### src/rtl/csr_arb_pkg.sv
// Shared types and constants for the CSR arbiter: FSM states, CSR opcodes, command record.
// Latency: n/a (declarations only). Backpressure: n/a.
// The wait counter is 4 bits wide and saturates; sat_inc implements that increment.
package csr_arb_pkg;

    typedef enum logic [1:0] {
        ST_IDLE  = 2'd0,
        ST_ISSUE = 2'd1,
        ST_WAIT  = 2'd2,
        ST_RESP  = 2'd3
    } arb_state_t;

    localparam logic [1:0] OP_RW = 2'b01;
    localparam logic [1:0] OP_RS = 2'b10;
    localparam logic [1:0] OP_RC = 2'b11;

    localparam int unsigned TIMEOUT_CYCLES_DEF = 8;

    typedef struct packed {
        logic [11:0] address;
        logic [31:0] data;
        logic [1:0]  opcode;
        logic        wr_en;
    } csr_cmd_t;

    function automatic logic [3:0] sat_inc(input logic [3:0] value);
        return (value == 4'hF) ? value : value + 4'd1;
    endfunction

endpackage

### src/rtl/csr_arb_grant.sv
// Two-way grant select: one-hot grant among valid requests, tie broken by prio.
// Latency: combinational. Backpressure: no grant is ever given to an invalid request.
// prio names the requester that wins a tie (0 -> req0, 1 -> req1).
module csr_arb_grant (
    input  logic       req0,
    input  logic       req1,
    input  logic       prio,
    output logic [1:0] grant
);

    always_comb begin
        grant = 2'b00;
        if (req0 && req1) begin
            grant = prio ? 2'b10 : 2'b01;
        end else if (req0) begin
            grant = 2'b01;
        end else if (req1) begin
            grant = 2'b10;
        end
    end

endmodule

### src/rtl/csr_arbiter.sv
// Arbitrates core and debug CSR requests onto one CSR-file command port, one command in flight.
// Latency: handshake T, command T+1, response T+3 with no trap/wait; timeout after TIMEOUT_CYCLES waits.
// Backpressure: ready only in IDLE outside trap cycles; CSR_ARB_RR_EN selects round-robin over fixed priority.
module csr_arbiter
    import csr_arb_pkg::*;
#(
    parameter int unsigned TIMEOUT_CYCLES = TIMEOUT_CYCLES_DEF
) (
    input  logic        cpu_clock_i,
    input  logic        cpu_reset_i,

    input  logic        req0_valid_i,
    output logic        req0_ready_o,
    input  logic [11:0] req0_address_i,
    input  logic [31:0] req0_data_i,
    input  logic [1:0]  req0_opcode_i,
    input  logic        req0_wr_en_i,

    input  logic        req1_valid_i,
    output logic        req1_ready_o,
    input  logic [11:0] req1_address_i,
    input  logic [31:0] req1_data_i,
    input  logic [1:0]  req1_opcode_i,
    input  logic        req1_wr_en_i,

    output logic        rsp0_valid_o,
    output logic [31:0] rsp0_data_o,
    output logic        rsp0_excp_o,
    output logic        rsp1_valid_o,
    output logic [31:0] rsp1_data_o,
    output logic        rsp1_excp_o,

    output logic        tmu_valid_o,
    output logic [11:0] tmu_address_o,
    output logic [31:0] tmu_data_o,
    output logic [1:0]  tmu_opcode_o,
    output logic        tmu_wr_en_o,
    input  logic        tmu_done_i,
    input  logic        tmu_excp_i,
    input  logic [31:0] tmu_data_i,

    input  logic        trap_event_i
);

    arb_state_t  state_q;
    csr_cmd_t    cmd_q;
    csr_cmd_t    req0_cmd;
    csr_cmd_t    req1_cmd;
    logic        grant_id_q;
    logic [3:0]  wait_cnt_q;
    logic [3:0]  cnt_inc;
    logic        timeout_hit;
    logic [1:0]  rsp_valid_q;
    logic [31:0] rsp0_data_q;
    logic [31:0] rsp1_data_q;
    logic        rsp0_excp_q;
    logic        rsp1_excp_q;

    logic        arb_en;
    logic        prio;
    logic [1:0]  grant;
    logic        handshake;
    logic [31:0] cap_data;
    logic        cap_excp;

    assign req0_cmd = '{address: req0_address_i, data: req0_data_i,
                        opcode: req0_opcode_i, wr_en: req0_wr_en_i};
    assign req1_cmd = '{address: req1_address_i, data: req1_data_i,
                        opcode: req1_opcode_i, wr_en: req1_wr_en_i};

    // Acceptance is suppressed in trap cycles and while reset is asserted.
    assign arb_en = (state_q == ST_IDLE) && !trap_event_i && !cpu_reset_i;

    csr_arb_grant u_grant (
        .req0  (req0_valid_i && arb_en),
        .req1  (req1_valid_i && arb_en),
        .prio  (prio),
        .grant (grant)
    );

    assign req0_ready_o = grant[0];
    assign req1_ready_o = grant[1];
    assign handshake    = |grant;

`ifdef CSR_ARB_RR_EN
    // Holds the requester that was not granted last; it wins the next tie.
    logic prio_q;

    always_ff @(posedge cpu_clock_i) begin
        if (cpu_reset_i) begin
            prio_q <= 1'b0;
        end else if (handshake) begin
            prio_q <= grant[0];
        end
    end

    assign prio = prio_q;
`else
    assign prio = 1'b0;
`endif

    // The CSR file drops writes in trap cycles, so the issue pulse must track trap_event_i directly.
    assign tmu_valid_o = (state_q == ST_ISSUE) && !trap_event_i && !cpu_reset_i;

    assign cnt_inc     = sat_inc(wait_cnt_q);
    assign timeout_hit = ({28'd0, cnt_inc} == TIMEOUT_CYCLES);
    assign cap_data    = tmu_done_i ? tmu_data_i : 32'd0;
    assign cap_excp    = tmu_done_i ? tmu_excp_i : 1'b1;

    always_ff @(posedge cpu_clock_i) begin
        if (cpu_reset_i) begin
            state_q     <= ST_IDLE;
            cmd_q       <= '0;
            grant_id_q  <= 1'b0;
            wait_cnt_q  <= 4'd0;
            rsp_valid_q <= 2'b00;
            rsp0_data_q <= 32'd0;
            rsp1_data_q <= 32'd0;
            rsp0_excp_q <= 1'b0;
            rsp1_excp_q <= 1'b0;
        end else begin
            rsp_valid_q <= 2'b00;
            case (state_q)
                ST_IDLE: begin
                    if (handshake) begin
                        cmd_q      <= grant[1] ? req1_cmd : req0_cmd;
                        grant_id_q <= grant[1];
                        state_q    <= ST_ISSUE;
                    end
                end
                ST_ISSUE: begin
                    if (!trap_event_i) begin
                        wait_cnt_q <= 4'd0;
                        state_q    <= ST_WAIT;
                    end
                end
                ST_WAIT: begin
                    wait_cnt_q <= cnt_inc;
                    // A real completion wins over a timeout landing in the same cycle.
                    if (tmu_done_i || timeout_hit) begin
                        state_q     <= ST_RESP;
                        rsp_valid_q <= grant_id_q ? 2'b10 : 2'b01;
                        if (grant_id_q) begin
                            rsp1_data_q <= cap_data;
                            rsp1_excp_q <= cap_excp;
                        end else begin
                            rsp0_data_q <= cap_data;
                            rsp0_excp_q <= cap_excp;
                        end
                    end
                end
                ST_RESP: begin
                    state_q <= ST_IDLE;
                end
                default: begin
                    state_q <= ST_IDLE;
                end
            endcase
        end
    end

    assign tmu_address_o = cmd_q.address;
    assign tmu_data_o    = cmd_q.data;
    assign tmu_opcode_o  = cmd_q.opcode;
    assign tmu_wr_en_o   = cmd_q.wr_en;

    assign rsp0_valid_o = rsp_valid_q[0];
    assign rsp1_valid_o = rsp_valid_q[1];
    assign rsp0_data_o  = rsp0_data_q;
    assign rsp1_data_o  = rsp1_data_q;
    assign rsp0_excp_o  = rsp0_excp_q;
    assign rsp1_excp_o  = rsp1_excp_q;

endmodule

### config.mk
export PLATFORM = sky130hd
export DESIGN_NAME = csr_arbiter
export DESIGN_NICKNAME = d
export VERILOG_FILES = /design/src/rtl/csr_arb_pkg.sv /design/src/rtl/csr_arb_grant.sv /design/src/rtl/csr_arbiter.sv
export SDC_FILE = /design/constraint.sdc
export NUM_CORES = 1
export LEC_CHECK = 0
export CAP_MARGIN = 25
export CORE_MARGIN = 4
export CORE_UTILIZATION = 42
export DETAILED_ROUTE_END_ITERATION = 10
export PLACE_DENSITY = 0.79
export SLEW_MARGIN = 40
export SYNTH_ARGS = -nofsm -noshare
export SYNTH_HDL_FRONTEND = slang
export SYNTH_HIERARCHICAL = 1
export SYNTH_SLANG_ARGS = --single-unit
### constraint.sdc
create_clock -name cpu_clock_i -period 3.6 [get_ports cpu_clock_i]
set_clock_uncertainty 0.15 [all_clocks]
set_input_delay 0.9 -clock cpu_clock_i [delete_from_list [all_inputs] [get_ports cpu_clock_i]]
set_output_delay 0.9 -clock cpu_clock_i [all_outputs]
set_load 0.02 [all_outputs]
==> results.json, run 1 <==
{
  "synth.top_cell.area_share": 0.452,
  "clock-sinks": 122,
  "setup_ws_ns": 0.180,
  "pwr_density_cell_mw_per_mm2": 573,
  "vias": 5441,
  "first_global_vias": 5466,
  "clk_pin_slew_ns": 0.05,
  "r2r_cells": 8,
  "ant_nets": 0,
  "cts_max_level": 4,
  "layout.nets": 949,
  "setup_viol": 0,
  "ys_warn_count": 6,
  "finalHoldViolCount": 0,
  "synth-seq-cells": 122,
  "design.portCount": 251,
  "drcViolationCount": 0,
  "crit_path_end_kind": "output port",
  "r2r_slack_ns": 0.95,
  "critical_path.max_fanout": 3,
  "yosys.cell_types.count": 37,
  "wl_mm": 16.8,
  "outcome": "completed",
  "r2r-end": "tmu_data_o[1]$_SDFFE_PP0P_",
  "grt_usage": 0.222,
  "max_cap_violations": 0,
  "worstPathRequired_ns": 2.55,
  "grt_max_degree": 67,
  "min_to": "rsp0_data_o[5]$_SDFFE_PP0P_",
  "arrival_ns": 2.37,
  "fin_util": 0.684,
  "initial_core_util": 0.428,
  "dpl_worst_slack_ns": -0.0829,
  "min-delay-start": "rsp0_data_o[5]$_SDFFE_PP0P_",
  "place_hpwl_mm": 12.2,
  "core_area_mm2": 0.0126,
  "rsz0062_at_grt": "false",
  "hold_path.class": "reg2reg",
  "synth-edff-count": 0,
  "post-cts-setup-buffer-count": 0,
  "yosys_most_used_dff": "dfxtp_1",
  "clock-root-buffer": "clkbuf_16",
  "fmax_ghz": 0.292,
  "seq_area_frac_synth": 0.452,
  "synthArstFlopShare": 0,
  "worstMarginPinSlew_ns": 0.803,
  "regArea_mm2": 0.00244,
  "num_rows": 41,
  "dieArea_mm2": 0.0147,
  "cts_made_buffers": 17,
  "antenna_found_initial": 0,
  "synth_area_mm2": 0.00540,
  "antenna_cells": 0,
  "period_share": 0.950,
  "grt_pass1_wl_mm": 26.2,
  "fillers": 1010,
  "place_congestion": 0.835,
  "hold_slack_ns": 0.329,
  "setup.worst_path.start_class": "primary input",
  "max-slew-margin-rel": 0.463,
  "drive_gt1_frac": 0.0958,
  "postCtsHoldBufs": 0,
  "ir_drop_mv": 0.295,
  "cts_tree": "built",
  "multi_input_area_mm2": 0.00266,
  "holdPathStages": 2,
  "vias_per_cell": 5.46,
  "overflow": 0,
  "slew_viol_final": 0,
  "drt_pass1_iterations": 6,
  "area_growth_pct": 59.8,
  "ctsResizeCount": 2,
  "p_leak_nw": 2.83,
  "synth_top_area_cell": "dfxtp_1",
  "cts_buffer_depth": 2,
  "portBuffers": 250,
  "drt-initial-drc-count": 471,
  "fp.dieW_um": 121,
  "synth.avg_cell_area_um2": 9.25,
  "routedWlPerCell_um": 16.9,
  "clk_latency_ns": 0.40,
  "syn_inst": 584,
  "path_class": "in2out",
  "rr_startpoint": "state_q[0]$_SDFFE_PP0P_",
  "fp.dieH_um": 121,
  "synth.area.top_cells": "dfxtp_1, a22oi_1, mux2i_1",
  "min_period_ns": 3.42
}
[per-stage QoR]
stage | power, mW | instances | cell area, µm² | TNS, ns
finish | 4.95 | 997 | 8630 | 0
global route | 5.18 | 997 | 8630 | 0
CTS | 5.00 | 996 | 8620 | 0
detailed placement | 3.18 | 964 | 7990 | -0.0942
global placement | 3.13 | 964 | 7990 | -0.0842
floorplan | 2.48 | 585 | 5410 | 0
[sequential cells by signal, indices dropped and copies added, names as in the netlist]
signal,cells
rsp1_excp_o,1
tmu_wr_en_o,1
rsp1_data_o,32
grant_id_q,1
rsp0_data_o,32
tmu_address_o,12
state_q,2
rsp0_excp_o,1
wait_cnt_q,4
rsp_valid_q,2
tmu_opcode_o,2
tmu_data_o,32
[cell families (layout without fill, tap and decap cells)]
kind of cell	after synthesis	count (layout)	synth area share
buf+inv	65	305	0.0586
simple gates	143	143	0.144
other cells	1	2	0.000694
fa+ha+maj	4	4	0.00926
flops	122	122	0.452
mux	49	49	0.0910
compound gates	200	200	0.245
[cells in the mapped netlist, types with 2 or more instances]
| cell type | n |
|---|---|
| a211oi_1 | 48 |
| a21boi_1 | 2 |
| a21oi_1 | 72 |
| a22oi_1 | 66 |
| and2_1 | 2 |
| and3_1 | 2 |
| buf_1 | 3 |
| buf_2 | 22 |
| buf_4 | 2 |
| buf_6 | 2 |
| buf_8 | 2 |
| clkbuf_1 | 28 |
| dfxtp_1 | 122 |
| ha_1 | 4 |
| inv_1 | 5 |
| mux2i_1 | 48 |
| nand2_1 | 5 |
| nand2b_1 | 4 |
| nand3_1 | 45 |
| nand3_2 | 20 |
| nor2_1 | 53 |
| nor2_2 | 2 |
| nor2b_1 | 2 |
| nor3_1 | 4 |
| o21a_1 | 4 |
| o21ai_0 | 4 |
[area by class of cell]
| cell class | instances | area share |
|---|---|---|
| Multi-Input combinational cell | 398 | 0.308 |
| Clock buffer | 18 | 0.0509 |
| Sequential cell | 122 | 0.283 |
| Clock inverter | 14 | 0.0226 |
| Timing Repair Buffer | 267 | 0.308 |
| Inverter | 6 | 0.00261 |
| Tap cell | 172 | 0.0249 |
[cell usage in the layout (no fill, tap or decap), types with 3 or more instances in the layout]
master	count
nor2_1	53
nand2b_1	4
nor3_1	4
o21ai_0	4
mux2i_1	48
o21a_1	3
clkdlybuf4s50_1	247
nand2_1	5
ha_1	4
a211oi_1	48
dfxtp_1	122
a21oi_1	72
nand3_1	45
bufinv_16	4
a22oi_1	66
clkinvlp_4	4
inv_1	5
clkbuf_16	17
buf_4	15
nand3_2	20
[routing by layer]
metal	track usage	part of all wire
met2	0.395	0.50
met3	0.0774	0.090
met5	0	0
met1	0.240	0.39
met4	0.0854	0.020
[critical path: stages]
cell and delay (ns):
clkdlybuf4s50_1 0.46, nor2_1 0.17, and3_1 0.24, a21boi_1 0.22, dlygate4sd2_1 0.38
[report_power, final]
part           internal (mW)  total [mW]  switching (mW)  leakage [nW]
clock                   1.18        1.81           0.628         0.299
sequential              1.55        1.68           0.130         0.990
combinational          0.705        1.46           0.758          1.54
[worst max-delay path by stage]
| stage | from | to | slack [ns] | cells after the start |
|---|---|---|---|---|
| floorplan | cpu_reset_i | tmu_address_o[0]$_SDFFE_PP0P_ | 0.39 | 10 |
| global placement | trap_event_i | req0_ready_o | -0.08 | 5 |
| detailed placement | trap_event_i | req0_ready_o | -0.08 | 5 |
| CTS | trap_event_i | req0_ready_o | 0.19 | 5 |
| global route | trap_event_i | req0_ready_o | 0.1 | 5 |
| finish | trap_event_i | req0_ready_o | 0.18 | 5 |
Note: power is estimated with default switching activity, not from simulation.
==> run 2, diff against run 1 <==
--- a/config.mk
+++ b/config.mk
@@ -10,6 +10,7 @@
 export CORE_UTILIZATION = 42
 export DETAILED_ROUTE_END_ITERATION = 10
 export PLACE_DENSITY = 0.79
+export RECOVER_POWER = 100
 export SLEW_MARGIN = 40
 export SYNTH_ARGS = -nofsm -noshare
 export SYNTH_HDL_FRONTEND = slang
==> results.json, run 2 (synthesis results as in run 1) <==
{
  "fp.dieH_um": 121,
  "min-delay-start": "rsp0_data_o[5]$_SDFFE_PP0P_",
  "area_growth_pct": 59.3,
  "clk_latency_ns": 0.40,
  "routedWlPerCell_um": 16.8,
  "wl_mm": 16.7,
  "finalHoldViolCount": 0,
  "slowest_stage": "clkdlybuf4s50_1",
  "power.total_mw": 4.87,
  "num_rows": 41,
  "arrival_ns": 2.38,
  "design.portCount": 251,
  "max_cap_violations": 0,
  "postCtsHoldBufs": 0,
  "setup.worst_path.start_class": "primary input",
  "fillers": 1016,
  "cts_max_level": 4,
  "cp-startpoint": "trap_event_i",
  "ir_drop_mv": 0.288,
  "clock-root-buffer": "clkbuf_16",
  "clk_pin_slew_ns": 0.05,
  "cts_made_buffers": 17,
  "core_area_mm2": 0.0126,
  "worstMarginPinSlew_ns": 1.31,
  "initial_core_util": 0.428,
  "drt-initial-drc-count": 419,
  "grt.busiest_layer": "met2",
  "grt_usage": 0.222,
  "dieArea_mm2": 0.0147,
  "antenna_cells": 0,
  "portBuffers": 250,
  "final_cell_mix": "clkdlybuf4s50_1, dfxtp_1, dlygate4sd3_1, a21oi_1, a22oi_1",
  "drive_gt1_frac": 0.0921,
  "overflow": 0,
  "first_global_vias": 5466,
  "gr-usage-met3": 0.0774,
  "setup_viol": 0,
  "critical_path.max_fanout": 3,
  "grtUsageMet1": 0.240,
  "layout.nets": 949,
  "place_congestion": 0.835,
  "fp.dieW_um": 121,
  "cts_buffer_depth": 2,
  "multi_input_area_mm2": 0.00265,
  "vias": 5466,
  "pwr_density_cell_mw_per_mm2": 566,
  "period_share": 0.952,
  "max-slew-margin-rel": 0.120,
  "min_period_ns": 3.43,
  "grt_max_degree": 67,
  "hold_path.class": "reg2reg",
  "slew_viol_final": 0,
  "worstPathCellList": "clkdlybuf4s50_1 > nor2_1 > and3_1 > a21boi_1 > dlygate4sd2_1",
  "rr_startpoint": "wait_cnt_q[0]$_SDFFE_PP0P_",
  "dpl_worst_slack_ns": -0.0829,
  "place_hpwl_mm": 12.2,
  "regArea_mm2": 0.00244,
  "fmax_ghz": 0.292,
  "gr-usage-met2": 0.395,
  "worstPathRequired_ns": 2.55,
  "cp_slowest_stage_delay_ns": 0.46,
  "drt_pass1_iterations": 7,
  "antenna_found_initial": 0,
  "final_common_cell": "clkdlybuf4s50_1",
  "ant_nets": 0,
  "outcome": "completed",
  "vias_per_cell": 5.48,
  "rsz0062_at_grt": "false",
  "setup_ws_ns": 0.174,
  "path_class": "in2out",
  "clock-sinks": 122,
  "grt_pass1_wl_mm": 26.2,
  "p_leak_nw": 3.20,
  "crit_path_end_kind": "output port",
  "cts_tree": "built",
  "drcViolationCount": 0
}
==> run 2: power by group <==
group | switching [mW] | leakage, nW | internal [mW]
Clock | 0.626 | 0.299 | 1.18
Combinational | 0.756 | 1.91 | 0.636
Sequential | 0.122 | 0.990 | 1.55
Total | 1.50 | 3.20 | 3.37
==> run 2: cell type report <==
| cell class | count | area share |
|---|---|---|
| clock buffer | 18 | 0.0510 |
| tap | 172 | 0.0250 |
| inverter | 6 | 0.00262 |
| multi-input combinational | 398 | 0.308 |
| sequential | 122 | 0.284 |
| clock inverter | 14 | 0.0227 |
| timing repair buffer | 267 | 0.307 |
==> run 2: worst paths after layout <==
path,end,slack [ns],cells past startpoint
worst max-delay path,req0_ready_o,0.17,5
worst min-delay path,rsp0_data_o[5]$_SDFFE_PP0P_,0.32,2
worst max register to register,rsp1_data_o[19]$_SDFFE_PP0P_,0.31,7
worst min register to register,rsp0_data_o[5]$_SDFFE_PP0P_,0.32,2
==> run 2: routing by layer <==
layer	vias to the layer above	part of all wire
met2	244	0.51
met5	-	0
met4	0	0.020
li1	2636	-
met3	27	0.090
met1	2559	0.38
==> run 2: worst max-delay path, delay by kind of cell <==
| family | cells | cell delay [ns] |
|---|---|---|
| buffers and inverters | 2 | 0.84 |
| AO/OA/AOI/OAI | 1 | 0.22 |
| AND/OR/NAND/NOR | 2 | 0.43 |
==> run 2: per-stage QoR <==
| stage | util | setup TNS [ns] | hold slack [ns] | instances | cell area, µm² |
|---|---|---|---|---|---|
| final | 0.682 | 0 | 0.325 | 997 | 8610 |
| after global routing | 0.682 | 0 | 0.349 | 997 | 8610 |
| after CTS | 0.683 | 0 | 0.329 | 996 | 8620 |
| after detailed placement | 0.633 | -0.0942 | 0.322 | 964 | 7990 |
| after global placement | 0.633 | -0.0842 | 0.310 | 964 | 7990 |
| after floorplan | - | 0 | 0.315 | 585 | 5410 |
==> run 2: repair_timing <==
item                                    CTS  global route
resized for setup                         2             0
hold endpoints to repair                  0             0
setup buffers                             0             0
endpoints found under the setup margin    2             0
